<file path="src/rtl/reg_cmd_responder.sv">
// Byte-framed register access bridge: parses MAGIC-led 8-byte command frames,
// issues one register strobe per frame and returns the 32-bit read value as four reply bytes.
module reg_cmd_responder #(
    parameter logic [7:0] MAGIC      = 8'hAA,
    parameter int         RD_LATENCY = 1
) (
    input  logic        clk,
    input  logic        reset,
    input  logic [7:0]  in_data,
    input  logic        in_valid,
    output logic        in_ready,
    output logic [7:0]  reply_data,
    output logic        reply_valid,
    input  logic        reply_ready,
    output logic [15:0] reg_addr,
    output logic [31:0] reg_wdata,
    output logic        reg_wr,
    output logic        reg_strobe,
    input  logic [31:0] reg_rdata,
    output logic [3:0]  state_dbg
);

    // Handshakes: a byte moves on a clk edge where valid && ready are both high;
    // the source holds data/valid until that edge, the sink may drop ready at any time.

    typedef enum logic [3:0] {
        HUNT, RX_WR, RX_A0, RX_A1, RX_V0, RX_V1, RX_V2, RX_V3,
        EXEC, WAIT, TX0, TX1, TX2, TX3
    } state_t;

    localparam logic [3:0] LAT = RD_LATENCY[3:0];

    state_t      state, state_n;
    logic [3:0]  lat_cnt, lat_cnt_n;
    logic        wr_s;
    logic [15:0] addr_s;
    logic [23:0] wdata_s;
    logic [31:0] reply_q, reply_n;
    logic [7:0]  reply_data_n;
    logic        accept, tx_go, capture;

    assign accept    = in_valid && in_ready;
    assign tx_go     = reply_valid && reply_ready;
    assign capture   = (state == WAIT) && (lat_cnt == LAT);
    assign state_dbg = state;

    always_comb begin
        state_n   = state;
        lat_cnt_n = lat_cnt;
        unique case (state)
            HUNT:   if (accept && in_data == MAGIC) state_n = RX_WR;
            RX_WR, RX_A0, RX_A1, RX_V0, RX_V1, RX_V2:
                    if (accept) state_n = state_t'(state + 4'd1);
            RX_V3:  if (accept) state_n = EXEC;
            EXEC: begin
                state_n   = WAIT;
                lat_cnt_n = 4'd1;
            end
            WAIT: begin
                if (capture) state_n = TX0;
                else         lat_cnt_n = lat_cnt + 4'd1;
            end
            TX0, TX1, TX2: if (tx_go) state_n = state_t'(state + 4'd1);
            TX3:    if (tx_go) state_n = HUNT;
            default: state_n = HUNT;
        endcase
    end

    // The reply byte is registered, so on the capture edge it must come from reg_rdata itself.
    always_comb begin
        reply_n = capture ? reg_rdata : reply_q;
        unique case (state_n)
            TX0:     reply_data_n = reply_n[7:0];
            TX1:     reply_data_n = reply_n[15:8];
            TX2:     reply_data_n = reply_n[23:16];
            TX3:     reply_data_n = reply_n[31:24];
            default: reply_data_n = 8'h00;
        endcase
    end

    always_ff @(posedge clk or posedge reset) begin
        if (reset) begin
            state       <= HUNT;
            lat_cnt     <= 4'd0;
            wr_s        <= 1'b0;
            addr_s      <= 16'h0000;
            wdata_s     <= 24'h000000;
            reply_q     <= 32'h00000000;
            in_ready    <= 1'b1;
            reply_valid <= 1'b0;
            reply_data  <= 8'h00;
            reg_strobe  <= 1'b0;
            reg_wr      <= 1'b0;
            reg_addr    <= 16'h0000;
            reg_wdata   <= 32'h00000000;
        end else begin
            state       <= state_n;
            lat_cnt     <= lat_cnt_n;
            reply_q     <= reply_n;
            in_ready    <= (state_n <= RX_V3);
            reply_valid <= (state_n >= TX0);
            reply_data  <= reply_data_n;
            reg_strobe  <= (state_n == EXEC);
            if (accept) begin
                unique case (state)
                    RX_WR:   wr_s           <= in_data[0];
                    RX_A0:   addr_s[7:0]    <= in_data;
                    RX_A1:   addr_s[15:8]   <= in_data;
                    RX_V0:   wdata_s[7:0]   <= in_data;
                    RX_V1:   wdata_s[15:8]  <= in_data;
                    RX_V2:   wdata_s[23:16] <= in_data;
                    default: ;
                endcase
            end
            // Register-side fields only move at the EXEC edge so they stay stable for the whole access.
            if (accept && state == RX_V3) begin
                reg_wr    <= wr_s;
                reg_addr  <= addr_s;
                reg_wdata <= {in_data, wdata_s};
            end
        end
    end

endmodule

</file>
<file path="config.mk">
export PLATFORM = sky130hd
export DESIGN_NAME = reg_cmd_responder
export DESIGN_NICKNAME = d
export VERILOG_FILES = /design/src/rtl/reg_cmd_responder.sv
export SDC_FILE = /design/constraint.sdc
export NUM_CORES = 1
export LEC_CHECK = 0
export BUFFER_PORTS_ARGS = -buffer_cell sky130_fd_sc_hd__buf_2
export CAP_MARGIN = 20
export CELL_PAD_IN_SITES_DETAIL_PLACEMENT = 1
export CELL_PAD_IN_SITES_GLOBAL_PLACEMENT = 1
export CORE_UTILIZATION = 40
export DETAILED_ROUTE_END_ITERATION = 16
export PLACE_DENSITY = 0.68
export SLEW_MARGIN = 20
export SYNTH_ARGS = -nofsm -noshare
export SYNTH_HDL_FRONTEND = slang
export SYNTH_SLANG_ARGS = --single-unit
</file>
<file path="constraint.sdc">
create_clock -name clk -period 7.2 [get_ports clk]
set_input_delay 1.44 -clock clk [delete_from_list [all_inputs] [get_ports clk]]
set_output_delay 1.44 -clock clk [all_outputs]
set_load 0.01 [all_outputs]
</file>
# Word-level counts from Yosys, hierarchy flattened
# Index checks and enable logic that the tools add are counted.
op_classes:
  n_addsub: 2
  muxes: 11
  n_eq_ne: 21
  order_cmp: 2
  n_reduce_logical: 16
op_table:
  columns: ["op", "count"]
  rows:
  - ["== test 4 bit (second input constant)", 11]
  - ["two-way mux 32 bit", 1]
  - ["case mux 8 bit (4 select lines)", 1]
  - ["two-way mux 4 bit", 7]
  - ["case mux 4 bit (7 select lines)", 1]
  - ["== test 4 x 3 -> 1 bit (second input constant)", 4]
  - ["AND reduction 2 bit", 7]
  - ["adder 4 x 1 -> 4 bit (second input constant)", 2]
  - ["== test 4 x 1 -> 1 bit (second input constant)", 2]
  - ["== test 4 x 2 -> 1 bit (second input constant)", 2]
  - ["== test 8 bit (second input constant)", 1]
  - ["case mux 4 bit (2 select lines)", 1]
  - ["OR reduction 6 bit", 1]
  - ["logical AND 1 bit", 5]
  - [">= comparator 4 bit (second input constant)", 1]
  - ["less-or-equal comparator 4 x 3 -> 1 bit (second input constant)", 1]
  - ["zero test 4 bit", 1]
  - ["OR reduction 3 bit", 1]
  - ["!= test 2 bit (second input constant)", 1]
  - ["nonzero test 2 bit", 1]
word_totals:
  elab_cells: 68
  input_bits: 44
  out_inout_bits: 64
  regBits: 141

# Longest topological paths before layout
# Gate-level depths: netlist of the first run.
depth:
  word_depth: 6
  ltp_mapped: 10
  depth_no_buf: 9

# Worst setup path before layout of the first run
# No wires, ideal clock.
synth_timing:
  kind: "in2reg"
  startpoint: "in reply_ready"
  endpoint: "reg reply_data[6]"
  arrival_ps: 2978
  setup_time_ps: 123
  required_time_ps: 7077
  n_path_buf: 1
  setup_slack_ps: 4100
  stages: 9
  cell_sequence: "nand2_1 > ha_1 > nand3_1 > o21ai_0 > a32o_1 > a211oi_2 > buf_4 > mux2i_1 > o2bb2ai_1"
synth_via:
  elab_chain_cells: 5
  word_cells_on_any_way: 9
synth_lines:
  columns: ["element", "line", "rtl"]
  rows:
  - ["start, declared", "14", "input logic reply_ready,"]
  - ["logical AND 1 bit (*)", "43", "assign tx_go = reply_valid && reply_ready;"]
  - ["two-way mux 4 bit, on equally long branches", "64, 63", null]
  - ["case mux 4 bit (7 select lines) (*)", "50", "unique case (state)"]
  - ["== test 4 bit", "72", "unique case (state_n)"]
  - ["case mux 8 bit (4 select lines) (*)", "72", null]
  - ["named net reply_data_n[6]", "39", "logic [7:0] reply_data_n;"]
  - ["end signal, assigned", "102", "reply_data <= reply_data_n;"]
  - ["end, declared", "12", "output logic [7:0] reply_data,"]
# Mark *: on every way through the listed nets, which the timed path passes. The rest lies on a longest branch.
# A chain may end at the register's enable or synchronous reset.

# Worst setup path after layout of the first run
layout_timing:
  startpoint: "in reply_ready"
  endpoint: "reg reply_data[3]"
# The elaborated chain is that of the path after synthesis.

==> metrics.cfg, run 1 <==
[clock_network]
clkLatencyLatePin_ns = 0.42
tritoncts = built
tritoncts.num_buffers = 17
cts_setup_buffers = 0
clock_path_buffers = 2
clock-root-buffer = clkbuf_16
clock_tree.htree_level_count = 4
cts-resized-gates = 0
cts_hold_repair.buffers = 0
clk_transition_reported_paths_ns = 0.06
clock_sink_count = 141

[status]
run_status = complete, no violations

[global_route]
grt_usage_pct = 19.6
grt_first_pass_wirelength_mm = 22.2
grt_max_degree = 88
number_of_antenna_violations_at_the_first_check_in_global_routing = 0
met3_track_usage_gr_pct = 4.95
met1_usage_pct = 23.8
globalRoute.busiestLayer = met2
met2_track_demand_over_resource_pct = 33.5
overflow = 0
first_global_vias = 4173

[placed_design]
dpl.hpwl_mm = 9.24
place_congestion = 0.804
place_area_um2 = 6660
placement.io_buffers = 107

[synth]
synth_most_common_cell = dfrtp_1
post_synth_main_area_contributors = dfrtp_1 (59%), mux2_2 (23%), ha_1 (1.9%)
synth_top_flop_cell = dfrtp_1
average_cell_area_after_synthesis_um2 = 14.5
netlist_instances = 410
synthArstFlopShare_pct = 100
synth_nets = 463
synth.ff_latch_count = 141
synth.yosys.warnings = 0
multiplexer_area_fraction_after_synthesis_pct = 26.2
post-synth-top-area-fraction_pct = 59.1
combinational_family_with_the_most_area_after_synthesis = multiplexers
post_synthesis_share_of_cell_area_spent_on_xor_and_xnor_gates_pct = 0
post_synth_and_or_nand_nor_area_fraction_pct = 4.43
yosysTopAreaCell = dfrtp_1
synth_area_um2 = 5930
synth_enable_flop_cells = 0
ys_top_cells_by_count = dfrtp_1 (140), mux2_2 (120), nand2_1 (17)
synth.yosys.seq_area_share_pct = 59.5
synth-compound-area-share_pct = 5.76
adder_cell_share_of_the_synthesized_area_pct = 1.90
synth_cell_type_count = 45

[timing]
timing_hold_violations_final = 0
max_slew_headroom_pct = 33.4
period_needed_ns = 3.36
crit_share_post_route_pct = 46.7
max_clock_freq_mhz = 298
setup_total_negative_slack_ns = 0
worst_hold_slack_ns = 0.482
tightest_slew_ns = 0.996
timing.clock.skew_ns = 0.00837
final-max-slew-violation-count = 0
rsz0062_at_grt = false
setup_viol = 0

[routing]
ant_nets = 0
drt_drc_violations_left = 0
detail_route.vias_per_cell = 5.24
wire_length_after_detailed_routing_mm = 13.8
drt_iter0_markers = 115
avgRoutedWirePerCell_um = 19.2
drt_pass1_iterations = 4
num_vias = 3773

[floorplan]
placementRows = 44
core_area_um2 = 14500
die_w_um = 124
floorplan.die.height_um = 124
design.die.area_um2 = 15300
design.portCount = 108
floorplan.initialDensity_pct = 40.9

[pwr]
max-vdd-ir-drop_mv = 0.197
p_per_area_nw_per_um2 = 440
leakage_nw = 3.62

[critical_path]
worst-endpoint-required_ns = 7.49
worstPathArrival_ns = 3.65
reg2reg_to = reply_data[3]
minimum_setup_slack_among_reg_to_reg_paths_ns = 3.93
timing.critical_path.to_type = flip-flop
reg2regPathDepth = 8
cp-start-kind = primary input
max_fo_critical_path = 17
timing.setup.critical_path_class = in2reg
crit-reg2reg-launch = state_dbg[1]

[hold_path]
timing.hold.worst_path_depth = 1
hold_path_class = reg2reg
worst_hold_launch = reg_wdata[0]
min_delay_worst_endpoint = reg_wdata[0]

[final_layout]
fin_area_um2 = 7290
layout-area-overhead-vs-synth_pct = 22.9
post_route_cells_drive_above_1_share_pct = 51.5
insertedDiodeCount = 0
nNetsFinal = 576
layout.filler_cells = 1497

[job]
maxCapViolations = 0

[registers in the layout, indices dropped and copies added, names as in the netlist]
register	flops
reg_wr	1
reply_data	8
state_dbg	4
in_ready	1
reply_valid	1
wr_s	1
addr_s	16
wdata_s	24
reg_addr	16
reply_q	32
lat_cnt	4
reg_strobe	1
reg_wdata	32
[cells in the final DEF (no fill, tap or decap), drive strengths merged, types with 7 or more instances in the layout]
cell type / netlist / final
ha: 9 / 9
dfrtp: 140 / 140
mux2i: 9 / 9
o2bb2ai: 8 / 8
mux2: 130 / 130
clkbuf: 8 / 19
nand3: 7 / 7
buf: 8 / 110
nor2: 9 / 9
o21ai: 8 / 8
inv: 13 / 18
nand2: 17 / 17
[area by class of cell]
type	count	area [um^2]	share of cell area, %
Sequential cell	141	3530	48.4
Multi-Input combinational cell	240	2290	31.4
Timing Repair Buffer	110	558	7.66
Clock buffer	19	453	6.21
Tap cell	184	230	3.16
Clock inverter	13	178	2.44
Inverter	13	53.8	0.738
[stage by stage]
step / instances / util, % / setup slack (ns) / power [W]
2_1_floorplan: 410 / - / 1.98 / 0.00197
3_3_place_gp: 688 / 46.0 / 3.47 / 0.00224
3_5_place_dp: 688 / 46.0 / 3.41 / 0.00230
4_1_cts: 720 / 50.3 / 3.82 / 0.00325
5_1_grt: 720 / 50.3 / 3.68 / 0.00341
6_report: 720 / 50.3 / 3.84 / 0.00320
[worst max-delay path, stage by stage]
cell	delay (ns)
buf_2	0.12
nand2_1	0.10
ha_1	0.20
nand3_1	0.07
o21ai_0	0.10
a32o_1	0.26
a211oi_4	0.78
mux2_2	0.43
o2bb2ai_1	0.14
[metal layers]
| metal | up-vias | routed length, um |
|---|---|---|
| met5 | - | 0 |
| met2 | 68 | 7270 |
| met1 | 1977 | 5780 |
| li1 | 1712 | - |
| met4 | 0 | 211 |
| met3 | 16 | 531 |
[logic make-up after synthesis]
group,after synthesis
flip-flops,141
multiplexers,139
AND/OR/NAND/NOR,51
AO/OA/AOI/OAI,41
buffers and inverters,29
adder cells (fa/ha/maj),9
[power by group]
| group | switching, W | internal (W) |
|---|---|---|
| sequential | 0.000167 | 0.00111 |
| combinational | 0.000495 | 0.000505 |
| clock | 0.000354 | 0.000572 |
| total | 0.00102 | 0.00219 |
[worst max-delay path by stage]
stage,from,end,slack [ns],cells after the start
final,reply_ready,reply_data[3],3.84,9
after global routing,reply_ready,reply_data[3],3.68,9
after CTS,reply_ready,reply_data[3],3.82,9
after detailed placement,reply_ready,reply_data[1],3.41,9
after global placement,reply_ready,reply_data[7],3.47,9
after floorplan,reset,addr_s[0],1.98,1
Power figures use the tool's default switching activity.
==> run 2, diff against run 1 <==
clock period = 3.39 ns   (was 7.2 ns; I/O delays follow)
==> metrics.cfg, run 2 (synthesis gave the netlist of run 1 again) <==
[status]
run_status = complete, no violations

[critical_path]
max_fo_critical_path = 14
cp-start-kind = flip-flop
critPathMaxStageDelay_ns = 0.53
worstPathArrival_ns = 3.25
cell_chain_of_the_critical_path = inv_1, ha_1, or4b_1, o2111ai_1, o311a_2, inv_2, or3_1, o2bb2ai_1
minimum_setup_slack_among_reg_to_reg_paths_ns = 0.46
timing.setup.critical_path_class = reg2reg
worst-endpoint-required_ns = 3.71
timing.critical_path.to_type = flip-flop
cp_slowest_cell = dfrtp_1

[clock_network]
clock_path_buffers = 2
tritoncts = built
cts_setup_buffers = 0
clock-root-buffer = clkbuf_16
tritoncts.num_buffers = 17
clock_tree.htree_level_count = 4
cts_hold_repair.buffers = 0
clkLatencyLatePin_ns = 0.42
cts-resized-gates = 0
clk_transition_reported_paths_ns = 0.06
clock_sink_count = 141

[timing]
max_slew_headroom_pct = 51.3
final_critical_path_setup_slack_ns = 0.461
timing.clock.skew_ns = 0.00997
setup_viol = 0
rsz0062_at_grt = false
final-max-slew-violation-count = 0
max_clock_freq_mhz = 341
crit_share_post_route_pct = 86.4
period_needed_ns = 2.93
tightest_slew_ns = 0.731
timing_hold_violations_final = 0
setup_total_negative_slack_ns = 0

[placed_design]
place_congestion = 0.866
place_area_um2 = 6680
placement.io_buffers = 107
place_worst_setup_slack_ns = 0.490
place_inst = 690
dpl.hpwl_mm = 9.23

[global_route]
number_of_antenna_violations_at_the_first_check_in_global_routing = 0
grt_first_pass_wirelength_mm = 21.9
grt_usage_pct = 19.4
first_global_vias = 4142
overflow = 0
grt_max_degree = 142

[routing]
ant_nets = 0
wirelength_met1_mm = 5.76
num_vias = 3762
drt_drc_violations_left = 0
drt_pass1_iterations = 4
drt_iter0_markers = 188
avgRoutedWirePerCell_um = 18.9
detail_route.vias_per_cell = 5.21
wl_met3_um = 667
wire_length_after_detailed_routing_mm = 13.6
routed.top_layer = met4
routed-wl-met2_mm = 6.93

[final_layout]
reg.largest.list = reg_wdata x32, reply_q x32, wdata_s x24
nNetsFinal = 578
fin_area_um2 = 7270
insertedDiodeCount = 0
final_common_cell = dfrtp_1
multi_input_comb_area_um2 = 2290
postLayoutCoreUtil_pct = 50.2
post_route_cells_drive_above_1_share_pct = 51.5
sequential_cell_area_um2 = 3530
layout-area-overhead-vs-synth_pct = 22.6
layout.filler_cells = 1486
most-common-layout-cells = dfrtp_1 (140), mux2_2 (120), buf_2 (107)
finish.cell_count_without_fillers = 722

[pwr]
max-vdd-ir-drop_mv = 0.406
leakage_nw = 3.60
p_per_area_nw_per_um2 = 920

[floorplan]
design.portCount = 108
core_area_um2 = 14500
placementRows = 44
die_w_um = 124
floorplan.die.height_um = 124
design.die.area_um2 = 15300
floorplan.initialDensity_pct = 40.9

[hold_path]
hold_path_class = in2async

[job]
maxCapViolations = 0

[run 2: cell types whose count changed in the layout (fill, tap and decap cells not counted)]
cell,previous run,this run
clkbuf_8,2,1
clkinvlp_4,0,6
buf_12,0,1
bufinv_16,3,2
buf_4,3,4
clkbuf_1,0,1
clkinv_4,5,1
clkinv_2,0,3
inv_6,6,2
[run 2: power breakdown]
part	leakage, nW	switching [W]	internal, W	total (W)
combinational	1.51	0.00106	0.00109	0.00214
sequential	1.81	0.000357	0.00236	0.00272
clock	0.272	0.000722	0.00110	0.00182
total	3.60	0.00214	0.00455	0.00669
[run 2: through the flow]
step | hold WS (ns) | total power, W
4_1_cts | 0.485 | 0.00677
6_report | 0.482 | 0.00669
3_3_place_gp | 0.462 | 0.00479
3_5_place_dp | 0.477 | 0.00490
5_1_grt | 0.499 | 0.00712
2_1_floorplan | 0.459 | 0.00418
[run 2: path summary, 6_finish.rpt]
kind	start	to	depth (start not counted)
max	state_dbg[1]	reply_data[6]	8
min	reset	reply_q[27]	3
max reg2reg	state_dbg[1]	reply_data[6]	8
min reg2reg	reg_addr[14]	reg_addr[14]	1
max in group asynchronous	reset	lat_cnt[3]	3
min in group clk	reg_addr[14]	reg_addr[14]	1
[run 2: per-layer routing]
metal,up-vias,track usage (%)
met5,-,0
met4,0,8.21
met3,22,6.23
met2,73,31.7
met1,1954,23.6
li1,1713,-
[run 2: critical path, delay by kind of cell (launching register included)]
kind | cells | cell delay [ns]
AND/OR/NAND/NOR | 2 | 1.00
AO/OA/AOI/OAI | 3 | 0.72
flip-flops | 1 | 0.53
adder cells (fa/ha/maj) | 1 | 0.37
buffers and inverters | 2 | 0.21
[run 2: cell type report]
| type | instances | share of cell area, % |
|---|---|---|
| well taps | 184 | 3.17 |
| repair buffers | 112 | 8.06 |
| inverters | 13 | 0.723 |
| clock inverters | 13 | 1.91 |
| clock buffers | 19 | 6.10 |
| multi-input cells | 240 | 31.5 |
| flip-flops and latches | 141 | 48.6 |
